===== src/rtl/pulse_stretcher_pkg.sv =====
// pulse_stretcher_pkg
//   Shared definitions for the pulse stretcher: FSM state encoding and the
//   helper that sizes the internal down-counter from the hold/gap lengths.
package pulse_stretcher_pkg;

    localparam logic [1:0] IDLE = 2'b00;
    localparam logic [1:0] HOLD = 2'b01;
    localparam logic [1:0] GAP  = 2'b10;

    typedef enum logic [1:0] {
        S_IDLE = IDLE,
        S_HOLD = HOLD,
        S_GAP  = GAP
    } state_e;

    // Width needed to hold max(hold, gap) - 1; never less than one bit.
    function automatic int calc_cnt_w(input int hold, input int gap);
        int m;
        m = ((hold > gap) ? hold : gap) - 1;
        return (m < 2) ? 1 : $clog2(m + 1);
    endfunction

endpackage


===== src/rtl/stretch_down_counter.sv =====
// stretch_down_counter
//   Loadable down-counter used to time the HOLD and GAP phases.
//   Ports:
//     clk      - rising-edge clock
//     reset    - asynchronous active-low reset (count returns to 0)
//     load     - load load_val this edge (takes priority over dec)
//     load_val - value to load
//     dec      - decrement by one this edge
//     zero     - count is currently zero
module stretch_down_counter #(
    parameter int W = 4
) (
    input  logic         clk,
    input  logic         reset,
    input  logic         load,
    input  logic [W-1:0] load_val,
    input  logic         dec,
    output logic         zero
);

    logic [W-1:0] cnt_q;

    always_ff @(posedge clk or negedge reset) begin
        if (!reset) begin
            cnt_q <= '0;
        end else if (load) begin
            cnt_q <= load_val;
        end else if (dec) begin
            cnt_q <= cnt_q - 1'b1;
        end
    end

    assign zero = (cnt_q == '0);

endmodule


===== src/rtl/pulse_stretcher.sv =====
// pulse_stretcher
//   Turns single-cycle strobes into a level held HOLD_CYCLES cycles,
//   followed by at least GAP_CYCLES low cycles. One strobe arriving during
//   the gap is remembered and starts the next stretch right after the gap;
//   further strobes are discarded and reported on 'dropped'.
//   Optional feature macro: PULSE_STRETCHER_RETRIGGER_EN -- when defined, a
//   strobe during HOLD restarts the hold time instead of being discarded.
//   Ports:
//     clk         - rising-edge clock
//     reset       - asynchronous active-low reset
//     pulse_in    - strobe, sampled every rising edge
//     level_out   - stretched level (registered, high in HOLD)
//     busy        - high in HOLD or GAP (registered)
//     dropped     - one-cycle strobe, the cycle after a discarded pulse
//     stretch_cnt - number of HOLD entries, wraps
//     state_dbg   - current FSM state (debug observation)
//   All outputs come from flops; pulse_in reaches none of them combinationally.
module pulse_stretcher
    import pulse_stretcher_pkg::*;
#(
    parameter int HOLD_CYCLES = 8,
    parameter int GAP_CYCLES  = 2,
    parameter int CNT_W       = 8
) (
    input  logic             clk,
    input  logic             reset,
    input  logic             pulse_in,
    output logic             level_out,
    output logic             busy,
    output logic             dropped,
    output logic [CNT_W-1:0] stretch_cnt,
    output logic [1:0]       state_dbg
);

    localparam int CW = calc_cnt_w(HOLD_CYCLES, GAP_CYCLES);
    localparam logic [CW-1:0] HOLD_LOAD = CW'(HOLD_CYCLES - 1);
    // With no gap the GAP state is never entered; load value is unused then.
    localparam logic [CW-1:0] GAP_LOAD  = (GAP_CYCLES > 0) ? CW'(GAP_CYCLES - 1) : '0;

    state_e          state_q, state_nxt;
    logic            pending_q, pending_nxt;
    logic            drop_nxt;
    logic            inc;
    logic            cnt_load, cnt_dec, cnt_zero;
    logic [CW-1:0]   cnt_load_val;
    logic            level_q, busy_q, dropped_q;
    logic [CNT_W-1:0] stretch_q;

    stretch_down_counter #(.W(CW)) u_cnt (
        .clk      (clk),
        .reset    (reset),
        .load     (cnt_load),
        .load_val (cnt_load_val),
        .dec      (cnt_dec),
        .zero     (cnt_zero)
    );

    always_comb begin
        state_nxt    = state_q;
        pending_nxt  = pending_q;
        drop_nxt     = 1'b0;
        inc          = 1'b0;
        cnt_load     = 1'b0;
        cnt_load_val = HOLD_LOAD;
        cnt_dec      = 1'b0;
        case (state_q)
            S_IDLE: begin
                if (pulse_in) begin
                    state_nxt = S_HOLD;
                    cnt_load  = 1'b1;
                    inc       = 1'b1;
                end
            end
            S_HOLD: begin
`ifdef PULSE_STRETCHER_RETRIGGER_EN
                if (pulse_in) begin
                    // Restart the hold time, even on its final cycle.
                    cnt_load = 1'b1;
                end else if (cnt_zero) begin
`else
                if (pulse_in) begin
                    drop_nxt = 1'b1;
                end
                if (cnt_zero) begin
`endif
                    if (GAP_CYCLES > 0) begin
                        state_nxt    = S_GAP;
                        cnt_load     = 1'b1;
                        cnt_load_val = GAP_LOAD;
                    end else begin
                        state_nxt = S_IDLE;
                    end
                end else begin
                    cnt_dec = 1'b1;
                end
            end
            S_GAP: begin
                if (pulse_in && pending_q) begin
                    drop_nxt = 1'b1;
                end
                if (cnt_zero) begin
                    // A strobe on the last gap cycle goes straight to HOLD.
                    if (pending_q || pulse_in) begin
                        state_nxt   = S_HOLD;
                        cnt_load    = 1'b1;
                        inc         = 1'b1;
                        pending_nxt = 1'b0;
                    end else begin
                        state_nxt = S_IDLE;
                    end
                end else begin
                    cnt_dec = 1'b1;
                    if (pulse_in && !pending_q) begin
                        pending_nxt = 1'b1;
                    end
                end
            end
            default: begin
                state_nxt = S_IDLE;
            end
        endcase
    end

    always_ff @(posedge clk or negedge reset) begin
        if (!reset) begin
            state_q   <= S_IDLE;
            pending_q <= 1'b0;
            dropped_q <= 1'b0;
            level_q   <= 1'b0;
            busy_q    <= 1'b0;
            stretch_q <= '0;
        end else begin
            state_q   <= state_nxt;
            pending_q <= pending_nxt;
            dropped_q <= drop_nxt;
            level_q   <= (state_nxt == S_HOLD);
            busy_q    <= (state_nxt != S_IDLE);
            if (inc) begin
                stretch_q <= stretch_q + 1'b1;
            end
        end
    end

    assign level_out   = level_q;
    assign busy        = busy_q;
    assign dropped     = dropped_q;
    assign stretch_cnt = stretch_q;
    assign state_dbg   = state_q;

endmodule

===== config.mk =====
export PLATFORM = sky130hd
export DESIGN_NAME = pulse_stretcher
export DESIGN_NICKNAME = d
export VERILOG_FILES = /design/src/rtl/pulse_stretcher_pkg.sv /design/src/rtl/stretch_down_counter.sv /design/src/rtl/pulse_stretcher.sv
export SDC_FILE = /design/constraint.sdc
export NUM_CORES = 1
export LEC_CHECK = 0
export ABC_AREA = 1
export ABC_CLOCK_PERIOD_IN_PS = 2400
export BUFFER_PORTS_ARGS = -buffer_cell sky130_fd_sc_hd__buf_2
export CAP_MARGIN = 20
export CORE_MARGIN = 8
export CORE_UTILIZATION = 58
export DETAILED_ROUTE_END_ITERATION = 10
export PLACE_DENSITY = 0.81
export SYNTH_ARGS = -nofsm -noshare
export SYNTH_HDL_FRONTEND = slang
export SYNTH_HIERARCHICAL = 1
export SYNTH_SLANG_ARGS = --single-unit

===== constraint.sdc =====
create_clock -name clk -period 2.4 [get_ports clk]
set_input_delay 0.24 -clock clk [delete_from_list [all_inputs] [get_ports clk]]
set_output_delay 0.24 -clock clk [all_outputs]
set_load 0.02 [all_outputs]

==> flow_metrics.tcl <==
set metrics [dict create \
    status "finished clean" \
    drv_cap 0 \
    rsz0062_at_grt "false" \
    vdd_drop_max_mv 0.7241 \
    p_leak_nw 0.6252 \
    worst-setup-path-type "flip-flop to flip-flop" \
    wl_per_cell_um 11.43 \
    syn_inst 116 \
    cts_tree "yes" \
    nNetsFinal 147 \
    cts-root-buf "clkbuf_4" \
    io_buffers 15 \
    grt_pass1_vias 707 \
    cts_max_level 1 \
    multiInputGateArea_sq_um 452.9 \
    period_share_pct 76.48 \
    hold_viol 0 \
    coreArea_sq_um 1524 \
    post_dp_cell_area_sq_um 1049 \
    fin_crit_ns 1.835 \
    drt_pass1_iterations 4 \
    arrival_ns 2.02 \
    synth_area_sq_um 953.4 \
    cts.clk_slew.worst_paths_ns 0.10 \
    routabilityCongestion 0.8131 \
    yosysWarnings 6 \
    fillers 128 \
    grt_util_all_layers_pct 11.23 \
    diodes 0 \
    endpoint_kind "flip-flop" \
    ff_latch_area_sq_um 425.4 \
    dp_hpwl_mm 1.386 \
    clockBufferDepth 2 \
    rows 14 \
    synth_cell_types 19 \
    cts.sinks 17 \
    fin_area_sq_um 1086 \
    grt_pass1_wl_mm 2.939 \
    crit_path_start_kind "flip-flop" \
    ant_nets 0 \
    routed_wl_mm 1.738 \
    grt.overflow.total 0 \
    skew_ns 0.001091 \
    synthToLayoutAreaGrowth_pct 13.91 \
    final_cell_mix "nand2_1, inv_1, dfrtp_1" \
    antenna_found_initial 0 \
    setup_violations 0 \
    drc 0 \
    crit_fanout 8 \
    initial_core_util_pct 62.56 \
    ys_seq_area_share_pct 44.62 \
    synth.avg_cell_area_sq_um 8.219 \
    routed-via-count 753 \
    routed_via_density 4.954 \
    max_freq_mhz 544.8 \
    report.final.slew_viol_count 0 \
    syn-num-nets 126 \
    grt_max_degree 18 \
    die_y_um 56.55 \
    die_w_um 56.55 \
    final_common_cell "nand2_1" \
    clk_latency_ns 0.29 \
    required_ns 2.59 \
    cts-buffers-inserted 3 \
    drive_gt1_share_pct 20.59 \
    ioPinCount 16 \
    hp-class "primary input to flip-flop" \
    setup_tns_ns 0 \
    ys_seq_elements 17 \
    drtIter0Drc 9 \
    p_per_area_nw_per_um2 1259 \
    post_cts_resized 0 \
    die-area_sq_um 3197 \
]
## where the power goes
group	internal (W)	leakage [nW]	switching, W
clock	0.0000621	0.0177	0.0000938
combinational	0.000251	0.400	0.000461
sequential	0.000402	0.208	0.0000973
## metal layers
metal  share of wire (%)  GRT usage, %
met4                 2.4         6.529
met5                   0             0
met3                 4.7         2.697
met1                  45         12.23
met2                  48         19.12
## path summary, 6_finish.rpt
check | start | end | slack [ns] | cells past startpoint
max in group asynchronous | reset | u_cnt/cnt_q[2] | 1.76 | 2
worst min register to register | u_cnt/cnt_q[2] | u_cnt/cnt_q[2] | 0.52 | 2
min in group asynchronous | reset | pending_q | 0.38 | 2
worst max register to register | u_cnt/cnt_q[0] | u_cnt/cnt_q[1] | 0.56 | 10
worst max-delay path | u_cnt/cnt_q[0] | u_cnt/cnt_q[1] | 0.56 | 10
worst min-delay path | pulse_in | dropped | 0.24 | 3
## flip-flops by register name (all words and copies together) (netlist names)
name	flops
busy	1
state_dbg	2
dropped	1
u_cnt/cnt_q	3
pending_q	1
level_out	1
stretch_cnt	8
## kinds of logic after synthesis
logic type | synth area share [%]
compound gates | 3.149
other cells | 0.3933
xor+xnor | 4.594
simple gates | 30.18
buf+inv | 7.874
fa+ha+maj | 9.186
flops | 44.62
## final cells by class
type	instances	share of cell area [%]
Multi-Input combinational cell	79	41.71
Sequential cell	17	39.17
Timing Repair Buffer	16	7.834
Inverter	20	6.912
Clock buffer	3	2.074
Tap cell	16	1.843
Clock inverter	1	0.4608
## synth_stat cells, drive strengths merged
cell type / count / area [sq um]
nand2: 39 / 161.4
nor3: 1 / 5.000
conb: 1 / 3.750
nand3b: 3 / 22.52
dfrtp: 17 / 425.4
xor2: 3 / 26.28
inv: 20 / 75.07
nor2: 10 / 63.82
nand3: 7 / 35.03
a21oi: 3 / 15.01
o21ai: 3 / 15.01
ha: 7 / 87.58
xnor2: 2 / 17.52
## repair_timing
action | in CTS | in global routing
hold buffers | 1 | 0
hold endpoints to repair | 17 | 0
setup buffers | 0 | 0
## critical path, stage by stage (launching register included)
cell     delay (ns)
dfrtp_1        0.40
inv_1          0.06
ha_1           0.14
ha_1           0.22
nand2_2        0.09
nand2_2        0.09
nand2_4        0.09
a21oi_1        0.33
nor2_1         0.13
nand2_1        0.08
nand3_1        0.07
## metrics by stage
stage	worst slack, ns	instances	total power (W)	hold slack [ns]	util (%)
after floorplan	0.7390	116	0.001026	-0.05559	-
after global placement	0.6684	147	0.001193	0.1767	68.80
after detailed placement	0.5716	147	0.001225	0.1798	68.80
after CTS	0.5523	152	0.001389	0.2273	71.26
after global routing	0.3965	152	0.001495	0.2327	71.26
final	0.5645	152	0.001368	0.2389	71.26
Note: power is estimated with default switching activity, not from simulation.
